### src/rtl/program_loader_if.sv
// Host byte link plus main-memory write port and cpu-release status of the loader.
interface program_loader_if;
    logic        in_valid;
    logic [7:0]  in_data;
    logic        restart;
    logic        in_ready;
    logic        write_enable;
    logic [31:0] write_address;
    logic [31:0] write_data;
    logic        hold_cpu;
    logic        done;
    logic        error;
    logic [31:0] words_loaded;

    modport master (
        output in_valid, in_data, restart,
        input  in_ready, write_enable, write_address, write_data,
        input  hold_cpu, done, error, words_loaded
    );

    modport slave (
        input  in_valid, in_data, restart,
        output in_ready, write_enable, write_address, write_data,
        output hold_cpu, done, error, words_loaded
    );
endinterface

### src/rtl/program_loader.sv
// Boot loader: little-endian byte stream -> word writes into main memory, holds cpu until done.
// Optional trailing 32-bit modular checksum word when LOADER_CHECKSUM_EN is defined.
module program_loader #(
    parameter int unsigned DEPTH     = 2048,
    parameter logic [31:0] BASE_ADDR = 32'd0
) (
    input logic             clk,
    input logic             rst,
    program_loader_if.slave bus
);
    typedef enum logic [2:0] {
        S_HDR, S_DATA, S_CSUM, S_DONE, S_ERROR
    } state_t;

    localparam logic [31:0] L_DEPTH = 32'(DEPTH);
`ifdef LOADER_CHECKSUM_EN
    localparam state_t S_END = S_CSUM;
`else
    localparam state_t S_END = S_DONE;
`endif

    state_t      r_state;
    logic [1:0]  r_byte_idx;
    logic [23:0] r_shift;
    logic [31:0] r_count;
    logic        r_in_ready;
    logic        r_we;
    logic [31:0] r_addr;
    logic [31:0] r_wdata;
    logic        r_hold;
    logic        r_done;
    logic        r_err;
    logic [31:0] r_words;
`ifdef LOADER_CHECKSUM_EN
    logic [31:0] r_csum;
`endif

    state_t      w_next;
    logic        w_accept;
    logic        w_last_byte;
    logic [31:0] w_word;
    logic [31:0] w_words_nxt;
    logic        w_restart;

    assign w_accept    = bus.in_valid & r_in_ready;
    assign w_last_byte = w_accept & (r_byte_idx == 2'd3);
    assign w_word      = {bus.in_data, r_shift};
    assign w_words_nxt = r_words + 32'd1;
    assign w_restart   = bus.restart &
                         ((r_state == S_DONE) | (r_state == S_ERROR));

    always_comb begin
        w_next = r_state;
        unique case (r_state)
            S_HDR: begin
                if (w_last_byte) begin
                    if (w_word == 32'd0)
                        w_next = S_END;
                    else if (w_word > L_DEPTH)
                        w_next = S_ERROR;
                    else
                        w_next = S_DATA;
                end
            end
            S_DATA: begin
                if (w_last_byte && (w_words_nxt == r_count))
                    w_next = S_END;
            end
`ifdef LOADER_CHECKSUM_EN
            S_CSUM: begin
                if (w_last_byte)
                    w_next = (w_word == r_csum) ? S_DONE : S_ERROR;
            end
`endif
            S_DONE, S_ERROR: begin
                if (bus.restart)
                    w_next = S_HDR;
            end
            default: w_next = S_HDR;
        endcase
    end

    // Status flags are registered from the next state so they move on the entering edge.
    always_ff @(posedge clk or negedge rst) begin
        if (!rst) begin
            r_state    <= S_HDR;
            r_byte_idx <= 2'd0;
            r_shift    <= 24'd0;
            r_count    <= 32'd0;
            r_in_ready <= 1'b0;
            r_we       <= 1'b0;
            r_addr     <= 32'd0;
            r_wdata    <= 32'd0;
            r_hold     <= 1'b1;
            r_done     <= 1'b0;
            r_err      <= 1'b0;
            r_words    <= 32'd0;
`ifdef LOADER_CHECKSUM_EN
            r_csum     <= 32'd0;
`endif
        end else begin
            r_state    <= w_next;
            r_in_ready <= (w_next == S_HDR) | (w_next == S_DATA) |
                          (w_next == S_CSUM);
            r_hold     <= (w_next != S_DONE);
            r_done     <= (w_next == S_DONE);
            r_err      <= (w_next == S_ERROR);
            r_we       <= 1'b0;
            if (w_accept) begin
                r_shift    <= w_word[31:8];
                r_byte_idx <= r_byte_idx + 2'd1;
            end
            if ((r_state == S_HDR) && w_last_byte)
                r_count <= w_word;
            if ((r_state == S_DATA) && w_last_byte) begin
                r_we    <= 1'b1;
                r_addr  <= BASE_ADDR + r_words;
                r_wdata <= w_word;
                r_words <= w_words_nxt;
`ifdef LOADER_CHECKSUM_EN
                r_csum  <= r_csum + w_word;
`endif
            end
            if (w_restart) begin
                r_words    <= 32'd0;
                r_byte_idx <= 2'd0;
                r_shift    <= 24'd0;
`ifdef LOADER_CHECKSUM_EN
                r_csum     <= 32'd0;
`endif
            end
        end
    end

    assign bus.in_ready      = r_in_ready;
    assign bus.write_enable  = r_we;
    assign bus.write_address = r_addr;
    assign bus.write_data    = r_wdata;
    assign bus.hold_cpu      = r_hold;
    assign bus.done          = r_done;
    assign bus.error         = r_err;
    assign bus.words_loaded  = r_words;
endmodule
### src/flat_wrapper.sv
// flat-port wrapper written by rule: the top's interface ports become plain ports
module program_loader_flat 
#(
    parameter int unsigned DEPTH     = 2048,
    parameter logic [31:0] BASE_ADDR = 32'd0
)
  (clk, rst, bus_in_valid, bus_in_data, bus_restart, bus_in_ready, bus_write_enable, bus_write_address, bus_write_data, bus_hold_cpu, bus_done, bus_error, bus_words_loaded);
  program_loader_if bus_i ();
  input logic clk;
  input logic rst;
  input wire logic [$bits(bus_i.in_valid)-1:0] bus_in_valid;
  input wire logic [$bits(bus_i.in_data)-1:0] bus_in_data;
  input wire logic [$bits(bus_i.restart)-1:0] bus_restart;
  output wire logic [$bits(bus_i.in_ready)-1:0] bus_in_ready;
  output wire logic [$bits(bus_i.write_enable)-1:0] bus_write_enable;
  output wire logic [$bits(bus_i.write_address)-1:0] bus_write_address;
  output wire logic [$bits(bus_i.write_data)-1:0] bus_write_data;
  output wire logic [$bits(bus_i.hold_cpu)-1:0] bus_hold_cpu;
  output wire logic [$bits(bus_i.done)-1:0] bus_done;
  output wire logic [$bits(bus_i.error)-1:0] bus_error;
  output wire logic [$bits(bus_i.words_loaded)-1:0] bus_words_loaded;
  assign bus_i.in_valid = bus_in_valid;
  assign bus_i.in_data = bus_in_data;
  assign bus_i.restart = bus_restart;
  assign bus_in_ready = bus_i.in_ready;
  assign bus_write_enable = bus_i.write_enable;
  assign bus_write_address = bus_i.write_address;
  assign bus_write_data = bus_i.write_data;
  assign bus_hold_cpu = bus_i.hold_cpu;
  assign bus_done = bus_i.done;
  assign bus_error = bus_i.error;
  assign bus_words_loaded = bus_i.words_loaded;
  program_loader #(.DEPTH(DEPTH), .BASE_ADDR(BASE_ADDR)) u_core (.clk(clk), .rst(rst), .bus(bus_i));
endmodule
### config.mk
export PLATFORM = sky130hd
export DESIGN_NAME = program_loader_flat
export DESIGN_NICKNAME = d
export VERILOG_FILES = /design/src/rtl/program_loader_if.sv /design/src/rtl/program_loader.sv /design/src/flat_wrapper.sv
export SDC_FILE = /design/constraint.sdc
export NUM_CORES = 1
export LEC_CHECK = 0
export ABC_AREA = 1
export ABC_CLOCK_PERIOD_IN_PS = 2300
export CAP_MARGIN = 10
export CORE_UTILIZATION = 50
export DETAILED_ROUTE_END_ITERATION = 6
export PLACE_DENSITY = 0.77
export SETUP_SLACK_MARGIN = 0.4
export SYNTH_ARGS = -nofsm -noshare
export SYNTH_HDL_FRONTEND = slang
export SYNTH_SLANG_ARGS = --single-unit
### constraint.sdc
create_clock -name clk -period 2.3 [get_ports clk]
set_clock_uncertainty 0.1 [all_clocks]
set_input_delay 0.23 -clock clk [delete_from_list [all_inputs] [get_ports clk]]
set_output_delay 0.23 -clock clk [all_outputs]
set_load 0.02 [all_outputs]
==> run metrics, run 1 <==
pin slew with the least headroom to its limit 0.502 ns; CP arrival 2.46 ns; Yosys reg bits approximately 160; status finished, violations left; GP Congestion around 1.0; total power draw roughly 14000 uW; GRT Total Usage between 20% and 30%; Vias/cell 5.58; syn_nets about 950; IO buf count about 110; Num CTS Buffers 17; fmax ~0.45 GHz; TritonCTS clock tree done; Post-synth EDFFs 0; CP max stage delay ~0.41 ns; final hold vios 0; core area about 15000 sq um; TritonCTS Sinks between 150 and 200; Final Max Slew Viols 0; # placed instances approximately 1200; ys flop type dfrtp_1; initial antenna violation count 0; crit path cell chain ha_4, nand2_4, nor2_8, nand2_4, nor2_4, nand2_2, nand2_2, nand2_2, nand2_2, nand2_2, nor2_2, nand2_1, nor2_2, nand3_2, nand2_2, nor2_1; Die Area around 16000 sq um; Mean Syn Cell Area about 8 sq um; Critical Path Source Type flop; H-tree depth 4; Place WS ~0.0067 ns; Vert. Die Dim 126 um; Synth Instances 940; fraction of layout cells with a size suffix above 1 ~14%; Max Cap Viol 0; Worst-path clk slew 0.06 ns; P&R area growth vs syn 32.1%; post-layout util 68.7%; Synth Cell Area ~7600 sq um; maximum VDD drop 0.665 mV; critical path's top delay family simple AND/OR/NAND/NOR gates; worst endpoint required time 2.52 ns; DR iter-0 viols 685; largest net degree at the start of global routing between 70 and 80; ANT cells 0; I/O pins approximately 110; RSZ-0062 raised after global routing yes; Final setup viols 0; wire length per cell between 15 and 20 um; Detail Route Antenna Nets 0; Sequential cell area roughly 4000 sq um; Setup TNS Final 0 ns; ys async rst share between 90% and 100%; failing checks design-rule violations; Starting Density approximately 52%; Hold Crit Class in -> async; clk_lat worst skew 0.44 ns; CP max FO 7; multi-input logic area ~3300 sq um; DRC 17; Distinct cells, synth 31; Tmin final roughly 2.2 ns; sequential element share of the synthesized area between 50% and 60%; Initial DRT Pass Iterations 7; pwr/cell area between 1000 and 1500 nW/um^2; CTS root buffer clkbuf_16; Layout Cells excl Fill ~1300; Setup CP Type reg -> reg; Most common cell on crit path nand2_2; FILL cells 1138; final WL ~22000 um; Max-slew headroom around 67%; final worst setup slack between 0.05 and 0.06 ns; global route total overflow 0; Synthesis Warnings 0; detailed placer's ending HPWL 14600 um; num rows 44; Final period util a little over nine tenths; worst-path cell with the longest stage delay dfrtp_2; first-pass GRT wire length 34500 um; via count between 7000 and 8000; Worst setup EP type flop; vias in the first global route ~6700; nets about 1100; leak pwr 0.00482 uW; buffers and inverters on the worst path 0; die width 126 um; Clock Path Buffers 2
==> path summary, 6_finish.rpt <==
check	from	cells after the start	slack (ns)	end
setup / recovery	u_core.bus.words_loaded[0]$_DFFE_PN0P_	16	0.06	u_core.bus.in_ready$_DFF_PN0_
hold / removal	rst	2	0.20	u_core.bus.words_loaded[21]$_DFFE_PN0P_
setup reg to reg	u_core.bus.words_loaded[0]$_DFFE_PN0P_	16	0.06	u_core.bus.in_ready$_DFF_PN0_
hold reg to reg	u_core.bus.write_address[4]$_DFFE_PN0P_	2	0.38	u_core.bus.write_address[4]$_DFFE_PN0P_
max in group asynchronous	rst	3	1.21	u_core.bus.hold_cpu$_DFF_PN1_
min in group clk	bus_in_data[3]	3	0.35	u_core.r_shift[19]$_DFFE_PN0P_
==> cell type report <==
type / count / share of cell area (%)
clock buffer: 18 / 4.35
timing repair buffer: 155 / 15.9
multi-input combinational: 649 / 32.2
sequential: 162 / 40.4
clock inverter: 14 / 1.28
inverter: 96 / 3.57
tap: 184 / 2.28
==> synth_stat cells, types with 3 or more instances <==
| cell type | count | area share (%) |
|---|---|---|
| nor4_1 | 6 | 0.49 |
| dfrtp_1 | 161 | 53 |
| nor2_4 | 3 | 0.44 |
| nand2_4 | 3 | 0.44 |
| nand2_1 | 286 | 14 |
| nor2_2 | 11 | 0.90 |
| o22ai_1 | 24 | 2.0 |
| nor2_1 | 58 | 2.9 |
| inv_1 | 95 | 4.7 |
| a21oi_1 | 5 | 0.33 |
| clkbuf_1 | 31 | 1.5 |
| nand3_1 | 74 | 4.9 |
| o21ai_0 | 131 | 8.6 |
| nand4_1 | 6 | 0.49 |
| nor2_8 | 3 | 0.79 |
| nand2_2 | 4 | 0.33 |
| nand3b_1 | 17 | 1.7 |
| xor2_1 | 5 | 0.57 |
==> registers in the layout (all words and copies together) (netlist names) <==
register,cells
u_core.r_shift,24
u_core.bus.hold_cpu,1
u_core.r_count,32
u_core.bus.write_enable,1
u_core.bus.write_data,32
u_core.r_state,3
u_core.r_byte_idx,2
u_core.bus.error,1
u_core.bus.words_loaded,32
u_core.bus.done,1
u_core.bus.write_address,32
u_core.bus.in_ready,1
==> metal layers <==
| layer | up-vias | GRT usage, % | wire (um) | part of all wire, % |
|---|---|---|---|---|
| li1 | 3350 | - | - | - |
| met1 | 3428 | 39.7 | 9780 | 45 |
| met2 | 316 | 43.9 | 10000 | 46 |
| met3 | 40 | 6.68 | 1660 | 7.5 |
| met4 | 0 | 7.75 | 454 | 2.1 |
| met5 | - | 0 | 0 | 0 |
==> report_power, final <==
| part | internal (uW) | total (uW) | switching [uW] |
|---|---|---|---|
| Clock | 1530 | 2740 | 1210 |
| Combinational | 2590 | 5990 | 3400 |
| Sequential | 4040 | 5120 | 1070 |
==> timing repair <==
| action | in CTS | in global routing |
|---|---|---|
| hold buffers | 1 | 0 |
| cloned | 1 | 2 |
| buffers inserted | 9 | 5 |
| gates resized for setup | 23 | 48 |
| pin swaps | 7 | 1 |
| endpoints found under the hold margin | 46 | 0 |
| setup endpoints to repair | 40 | 48 |
==> through the flow <==
step                cell area [sq um]  hold WS, ns
finish                          10100        0.203
global route                    10100        0.266
CTS                              9870        0.234
detailed placement               9150        0.107
global placement                 9150        0.104
floorplan                        7660       -0.166
==> cell families (layout without fill, tap and decap cells) <==
| kind of cell | after synthesis | count (layout) | share of synthesized area, % |
|---|---|---|---|
| AOI/OAI and AO/OA | 163 | 163 | 11.1 |
| xor gates and xnor gates | 8 | 8 | 1.28 |
| adders and majority gates | 2 | 2 | 0.328 |
| buffers and inverters | 129 | 283 | 6.36 |
| DFF | 162 | 162 | 53.1 |
| and+or+nand+nor | 476 | 476 | 27.8 |
==> placed cells by master (no fill, tap or decap), types with 3 or more instances in the layout <==
cell             instances
nand2_1                273
dfrtp_1                147
o21ai_0                129
clkdlybuf4s50_1         95
inv_1                   94
nand3_1                 71
nor2_1                  48
buf_4                   32
o22ai_1                 24
clkbuf_16               19
nand3b_1                17
nand2_2                 15
dfrtp_2                 14
nor2_2                  13
nor2_4                  11
dlymetal6s2s_1          10
nand4_1                  6
nor4_1                   5
a21oi_1                  5
nand2_4                  5
xor2_1                   5
buf_6                    5
nand3_2                  4
clkinv_2                 4
dlygate4sd2_1            4
buf_12                   4
nor2_8                   3
inv_6                    3
clkinv_4                 3
(Power assumes the default switching activity.)
==> run 2: changes to the inputs <==
--- a/config.mk
+++ b/config.mk
@@ -8,9 +8,11 @@
 export ABC_AREA = 1
 export ABC_CLOCK_PERIOD_IN_PS = 2300
 export CAP_MARGIN = 10
+export CORE_ASPECT_RATIO = 1.25
 export CORE_UTILIZATION = 50
 export DETAILED_ROUTE_END_ITERATION = 6
 export PLACE_DENSITY = 0.77
+export RECOVER_POWER = 100
 export SETUP_SLACK_MARGIN = 0.4
 export SYNTH_ARGS = -nofsm -noshare
 export SYNTH_HDL_FRONTEND = slang
==> run 2 against run 1 <==
Effect of this change: the flow finishes with violations (design-rule violations, max-capacitance violations); final cell count fell by 0.70%; clock-buffer cell count rose by 2; largest power group unchanged; combinational power fell by 3%; critical path depth did not move; hold slack improved by 0.16 ns; core utilization fell by 2.8 points; die area barely moved; worst setup slack improved by 0.0098 ns.
==> run metrics, run 2 (synthesized netlist as in run 1, its figures left out) <==
die width 113 um (-10%); ANT cells 0 (unchanged); GP Congestion 0.900 (-11%); leak pwr 0.00454 uW (-5.8%); Detail Route Antenna Nets 0 (unchanged); critical path's top delay family simple AND/OR/NAND/NOR gates; CTS root buffer clkbuf_16; first-pass GRT wire length 33800 um (-2.0%); CP arrival 2.44 ns (-0.02 ns); DRC 2 (-15); post-layout util 65.8% (-2.8 points); largest net degree at the start of global routing 80 (+3.9%); # placed instances 1229 (+0.081%); worst endpoint required time 2.50 ns (-0.02 ns); clk_lat worst skew 0.42 ns (-0.02 ns); Worst Reg-to-Reg Cells 16 (unchanged); Vert. Die Dim 140 um (+12%); CP max FO 5 (-2); num rows 50 (+14%); GRT Total Usage 27.8% (-0.47 points); Final period util 97.2% (-0.43 points); I/O pins 113 (unchanged); Tmin final 2.24 ns (-0.00978 ns); Final Max Slew Viols 0 (unchanged); worst-path cell with the longest stage delay dfrtp_2; Hold Crit Class in -> reg; TritonCTS clock tree done; most frequent cells in the layout nand2_1, dfrtp_1, o21ai_0, clkdlybuf4s50_1, inv_1; TritonCTS Sinks 162 (unchanged); Max Cap Viol 1 (+1); Setup TNS Final 0 ns (unchanged); final hold vios 0 (unchanged); Die Area 15800 sq um (about the same); vias in the first global route 6723 (+0.40%); Worst-path clk slew 0.06 ns (about the same); DR iter-0 viols 410 (-40%); Worst setup EP type flop; pin slew with the least headroom to its limit 1.49 ns (+0.990 ns); multi-input logic area 3220 sq um (-1.0%); buffers and inverters on the worst path 0 (unchanged); P&R area growth vs syn 28.9%; failing checks design-rule violations, max-capacitance violations; fmax 0.447 GHz (+0.44%); Sequential cell area 4070 sq um (-0.18%); Clock Path Buffers 2 (unchanged); IO buf count 112 (unchanged); Starting Density 51.1% (-0.88 points); Worst Hold Depth 3; final WL 20500 um (-6.3%); Setup CP Type reg -> reg; Final setup viols 0 (unchanged); initial antenna violation count 0 (unchanged); RSZ-0062 raised after global routing yes; detailed placer's ending HPWL 14900 um (+2.0%); wire length per cell 16.2 um (-5.7%); via count 6994 (-2.0%); pwr/cell area 1390 nW/um^2 (+1.6%); H-tree depth 4 (unchanged); core area 15000 sq um (+1.7%); fraction of layout cells with a size suffix above 1 11.3% (-2.4 points); CP max stage delay 0.41 ns (about the same); Num CTS Buffers 17 (unchanged); crit path cell chain ha_4, nand2_8, nor2_8, nand2_4, nor2_4, nand2_1, nand2_1, nand2_1, nand2_1, nand2_1, nor2_2, nand2_1, nor2_2, nand3_2, nand2_2, nor2_1; Max-slew headroom 0.518% (-66 points); most common cell after layout, fill and taps aside nand2_1; Layout Cells excl Fill 1269 (-0.70%); Most common cell on crit path nand2_1; Critical Path Source Type flop; global route total overflow 0 (unchanged); Initial DRT Pass Iterations 7 (unchanged); Crit path depth 16 (unchanged); Vias/cell 5.51 (-1.3%); FILL cells 1242 (+9.1%); status finished, violations left; maximum VDD drop 0.634 mV (-4.6%); nets 1090 (-0.46%)
-- run 2: worst paths after layout --
path | startpoint | endpoint | slack, ns
max reg2reg | u_core.bus.words_loaded[1]$_DFFE_PN0P_ | u_core.bus.in_ready$_DFF_PN0_ | 0.06
max in group asynchronous | rst | u_core.bus.write_data[26]$_DFFE_PN0P_ | 0.37
min reg2reg | u_core.bus.write_address[30]$_DFFE_PN0P_ | u_core.bus.write_address[30]$_DFFE_PN0P_ | 0.38
min | bus_in_data[6] | u_core.r_shift[22]$_DFFE_PN0P_ | 0.36
min in group asynchronous | rst | u_core.bus.write_address[27]$_DFFE_PN0P_ | 0.61
max | u_core.bus.words_loaded[1]$_DFFE_PN0P_ | u_core.bus.in_ready$_DFF_PN0_ | 0.06
-- run 2: tightest hold or removal path, cell delays in order --
cell,delay (ns)
clkdlybuf4s50_1,0.44
nand3_1,0.09
o21ai_0,0.07
-- run 2: where the power goes --
part / total, uW / switching, uW / internal [uW]
Clock: 2830 / 1170 / 1660
Sequential: 5090 / 1060 / 4030
Combinational: 5800 / 3340 / 2460
-- run 2: area by class of cell --
| cell class | count | share of cell area, % |
|---|---|---|
| sequential | 162 | 41.3 |
| multi-input combinational | 650 | 32.7 |
| timing repair buffer | 149 | 14.1 |
| clock buffer | 20 | 4.64 |
| inverter | 96 | 3.69 |
| tap | 182 | 2.31 |
| clock inverter | 10 | 1.27 |
-- run 2: repair_timing --
action / 4_1_cts / 5_1_grt
buffers inserted: 6 / 2
gates cloned: 1 / 0
setup endpoints to repair: 14 / 19
resized for setup: 25 / 19
hold endpoints to repair: 54 / 0
pin swaps: 8 / 16
hold buffers: 1 / 0
-- run 2: routing by layer --
layer | track usage, % | routed length, um
met2 | 44.3 | 9830
met3 | 4.89 | 1210
met4 | 14.3 | 805
met1 | 36.5 | 8710
met5 | 0 | 0
-- run 2: stage by stage --
step	power (uW)	hold WS (ns)	area, sq um	worst slack [ns]
floorplan	8090	-0.166	7660	0.292
global placement	10700	0.145	9170	0.0734
detailed placement	10800	0.152	9170	-0.0132
CTS	13800	0.274	9880	0.152
global route	14600	0.401	9840	-0.0737
finish	13700	0.359	9840	0.0649
==> run 3: changes to the inputs <==
--- a/config.mk
+++ b/config.mk
@@ -11,9 +11,11 @@
 export CORE_ASPECT_RATIO = 1.25
 export CORE_UTILIZATION = 50
 export DETAILED_ROUTE_END_ITERATION = 6
+export GPL_ROUTABILITY_DRIVEN = 1
 export PLACE_DENSITY = 0.77
 export RECOVER_POWER = 100
 export SETUP_SLACK_MARGIN = 0.4
+export SKIP_CTS_REPAIR_TIMING = 1
 export SYNTH_ARGS = -nofsm -noshare
 export SYNTH_HDL_FRONTEND = slang
 export SYNTH_SLANG_ARGS = --single-unit
==> run 3 against run 2 <==
Effect of this change: the flow finishes with violations (max-capacitance violations); first-iteration DRC count unchanged; fmax decreased by 0.94%; sequential power about the same; total power increased by 0.96%; clock power about the same; non-clock buffer count increased by 4; die area unchanged; sequential cell count unchanged; global-route usage decreased by 0.31 points; critical endpoint unchanged; largest cell class unchanged; largest power group unchanged.
==> run metrics, run 3 (synthesized netlist as in run 1, its figures left out) <==
FILL cells 1222 (-1.6%); first-pass GRT wire length 33400 um (-1.2%); Sequential cell area 4070 sq um (about the same); Detail Route Antenna Nets 0 (unchanged); H-tree depth 4 (unchanged); RR Endpoint u_core.bus.in_ready$_DFF_PN0_; min-delay src bus_in_data[6]; Worst-path clk slew 0.06 ns (about the same); vias in the first global route 6618 (-1.6%); Num CTS Buffers 17 (unchanged); ANT cells 0 (unchanged); nets 1094 (+0.37%); FF-to-FF Start u_core.bus.words_loaded[0]$_DFFE_PN0P_; IO buf count 112 (unchanged); P&R area growth vs syn 30.6%; placed cell area 9170 sq um (unchanged); DR iter-0 viols 410 (unchanged); CP arrival 2.46 ns (+0.02 ns); TritonCTS Sinks 162 (unchanged); Hold Crit Class in -> reg; clk_lat worst skew 0.43 ns (about the same); Setup CP Type reg -> reg; worst endpoint required time 2.50 ns (about the same); multi-input logic area 3240 sq um (+0.78%); wire length per cell 16.4 um (+1.1%); Place WS -0.0132 ns (unchanged); largest net degree at the start of global routing 80 (unchanged); Final period util 98.1% (+0.92 points); Max Cap Viol 1 (unchanged); final worst setup slack 0.0437 ns (-0.0213 ns); global route total overflow 0 (unchanged); GRT Total Usage 27.5% (-0.31 points); Vias/cell 5.48 (-0.49%); fraction of layout cells with a size suffix above 1 12.7% (+1.4 points); final hold vios 0 (unchanged); GRT met2 Usage 44.3% (about the same); status finished, violations left; die width 113 um (unchanged); pwr/cell area 1390 nW/um^2 (-0.34%); TritonCTS clock tree done; initial antenna violation count 0 (unchanged); Worst Reg-to-Reg Cells 16 (unchanged); Tmin final 2.26 ns (+0.0213 ns); Final setup viols 0 (unchanged); CTS root buffer clkbuf_16; Max-slew headroom 0.377% (-0.14 points); Hold Path Sink u_core.r_shift[22]$_DFFE_PN0P_; pin slew with the least headroom to its limit 1.49 ns (+0.00212 ns); Final Max Slew Viols 0 (unchanged); I/O pins 113 (unchanged); gr busiest metal met2; DRC 0 (-2); failing checks max-capacitance violations; via count 6982 (-0.17%); Vert. Die Dim 140 um (unchanged); Worst setup EP type flop; Initial DRT Pass Iterations 6 (-1); maximum VDD drop 0.652 mV (+2.8%); GP Congestion 0.900 (unchanged); Worst Hold Depth 3 (unchanged); CP max FO 5 (unchanged); most frequent cells in the layout nand2_1, dfrtp_1, o21ai_0, clkdlybuf4s50_1, inv_1; post-layout util 66.7% (+0.86 points); Critical Path Source Type flop; Starting Density 51.1% (unchanged); Clock Path Buffers 2 (unchanged); most common cell after layout, fill and taps aside nand2_1; fmax 0.443 GHz (-0.94%); RSZ-0062 raised after global routing yes; met1 usage 36.1% (-0.32 points); Die Area 15800 sq um (unchanged); internal reg-to-reg setup slack 0.04 ns (-0.02 ns); core area 15000 sq um (unchanged); met3 usage 4.85% (-0.043 points); detailed placer's ending HPWL 14900 um (unchanged); num rows 50 (unchanged); final WL 20800 um (+1.4%); Final Cell Area 9970 sq um (+1.3%); leak pwr 0.00465 uW (+2.4%)
run 3: cell types whose count changed in the layout (fill, tap and decap cells not counted), moves of 4 or more:
cell,delta
nand2_2,+6
buf_4,+4
clkdlybuf4s50_1,+5
clkbuf_1,-6
nand2_1,-6
dlymetal6s2s_1,+5
run 3: per-layer routing:
layer / vias up / part of all wire (%) / wire length, um
li1: 3339 / - / -
met1: 3316 / 43 / 8900
met2: 274 / 48 / 10000
met3: 53 / 5.6 / 1160
met4: 0 / 3.7 / 778
met5: - / 0 / 0
run 3: through the flow:
step / power, uW / std cells / setup TNS (ns) / hold slack [ns]
4_1_cts: 13700 / 1259 / 0 / -0.297
3_5_place_dp: 10800 / 1229 / -0.0132 / 0.152
2_1_floorplan: 8090 / 940 / 0 / -0.166
6_report: 13900 / 1273 / 0 / 0.362
5_1_grt: 14700 / 1273 / -0.142 / 0.401
3_3_place_gp: 10700 / 1229 / 0 / 0.145
run 3: area by class of cell:
type | count | area share [%]
clock inverters | 10 | 1.26
clock buffers | 20 | 4.58
inverters | 96 | 3.64
multi-input cells | 650 | 32.5
well taps | 182 | 2.28
repair buffers | 153 | 14.9
flip-flops and latches | 162 | 40.8
run 3: critical path, cell delays in order, from the launching register on:
cell and delay [ns]:
dfrtp_2 0.41, ha_4 0.19, nand2_8 0.08, nor2_8 0.16, nand2_4 0.09, nor2_4 0.17, nand2_1 0.08, nand2_1 0.10
nand2_1 0.08, nand2_1 0.09, nand2_1 0.05, nor2_1 0.12, nand2_1 0.07, nor2_2 0.09, nand3_2 0.12, nand2_2 0.10
nor2_1 0.04
run 3: worst max path at each step:
stage	start	endpoint	slack [ns]	depth (start not counted)
floorplan	u_core.bus.words_loaded[0]$_DFFE_PN0P_	u_core.bus.in_ready$_DFF_PN0_	0.29	14
global route	u_core.bus.words_loaded[0]$_DFFE_PN0P_	u_core.bus.in_ready$_DFF_PN0_	-0.09	16
detailed placement	bus_in_valid	u_core.bus.in_ready$_DFF_PN0_	-0.01	14
CTS	u_core.bus.words_loaded[0]$_DFFE_PN0P_	u_core.bus.in_ready$_DFF_PN0_	0.02	16
finish	u_core.bus.words_loaded[0]$_DFFE_PN0P_	u_core.bus.in_ready$_DFF_PN0_	0.04	16
global placement	u_core.bus.words_loaded[1]$_DFFE_PN0P_	u_core.bus.in_ready$_DFF_PN0_	0.07	16
run 3: power by group:
group / leakage [uW] / internal [uW] / switching [uW]
clock network: 0.000284 / 1660 / 1170
logic: 0.00222 / 2550 / 3370
registers: 0.00214 / 4030 / 1070
total: 0.00465 / 8240 / 5610
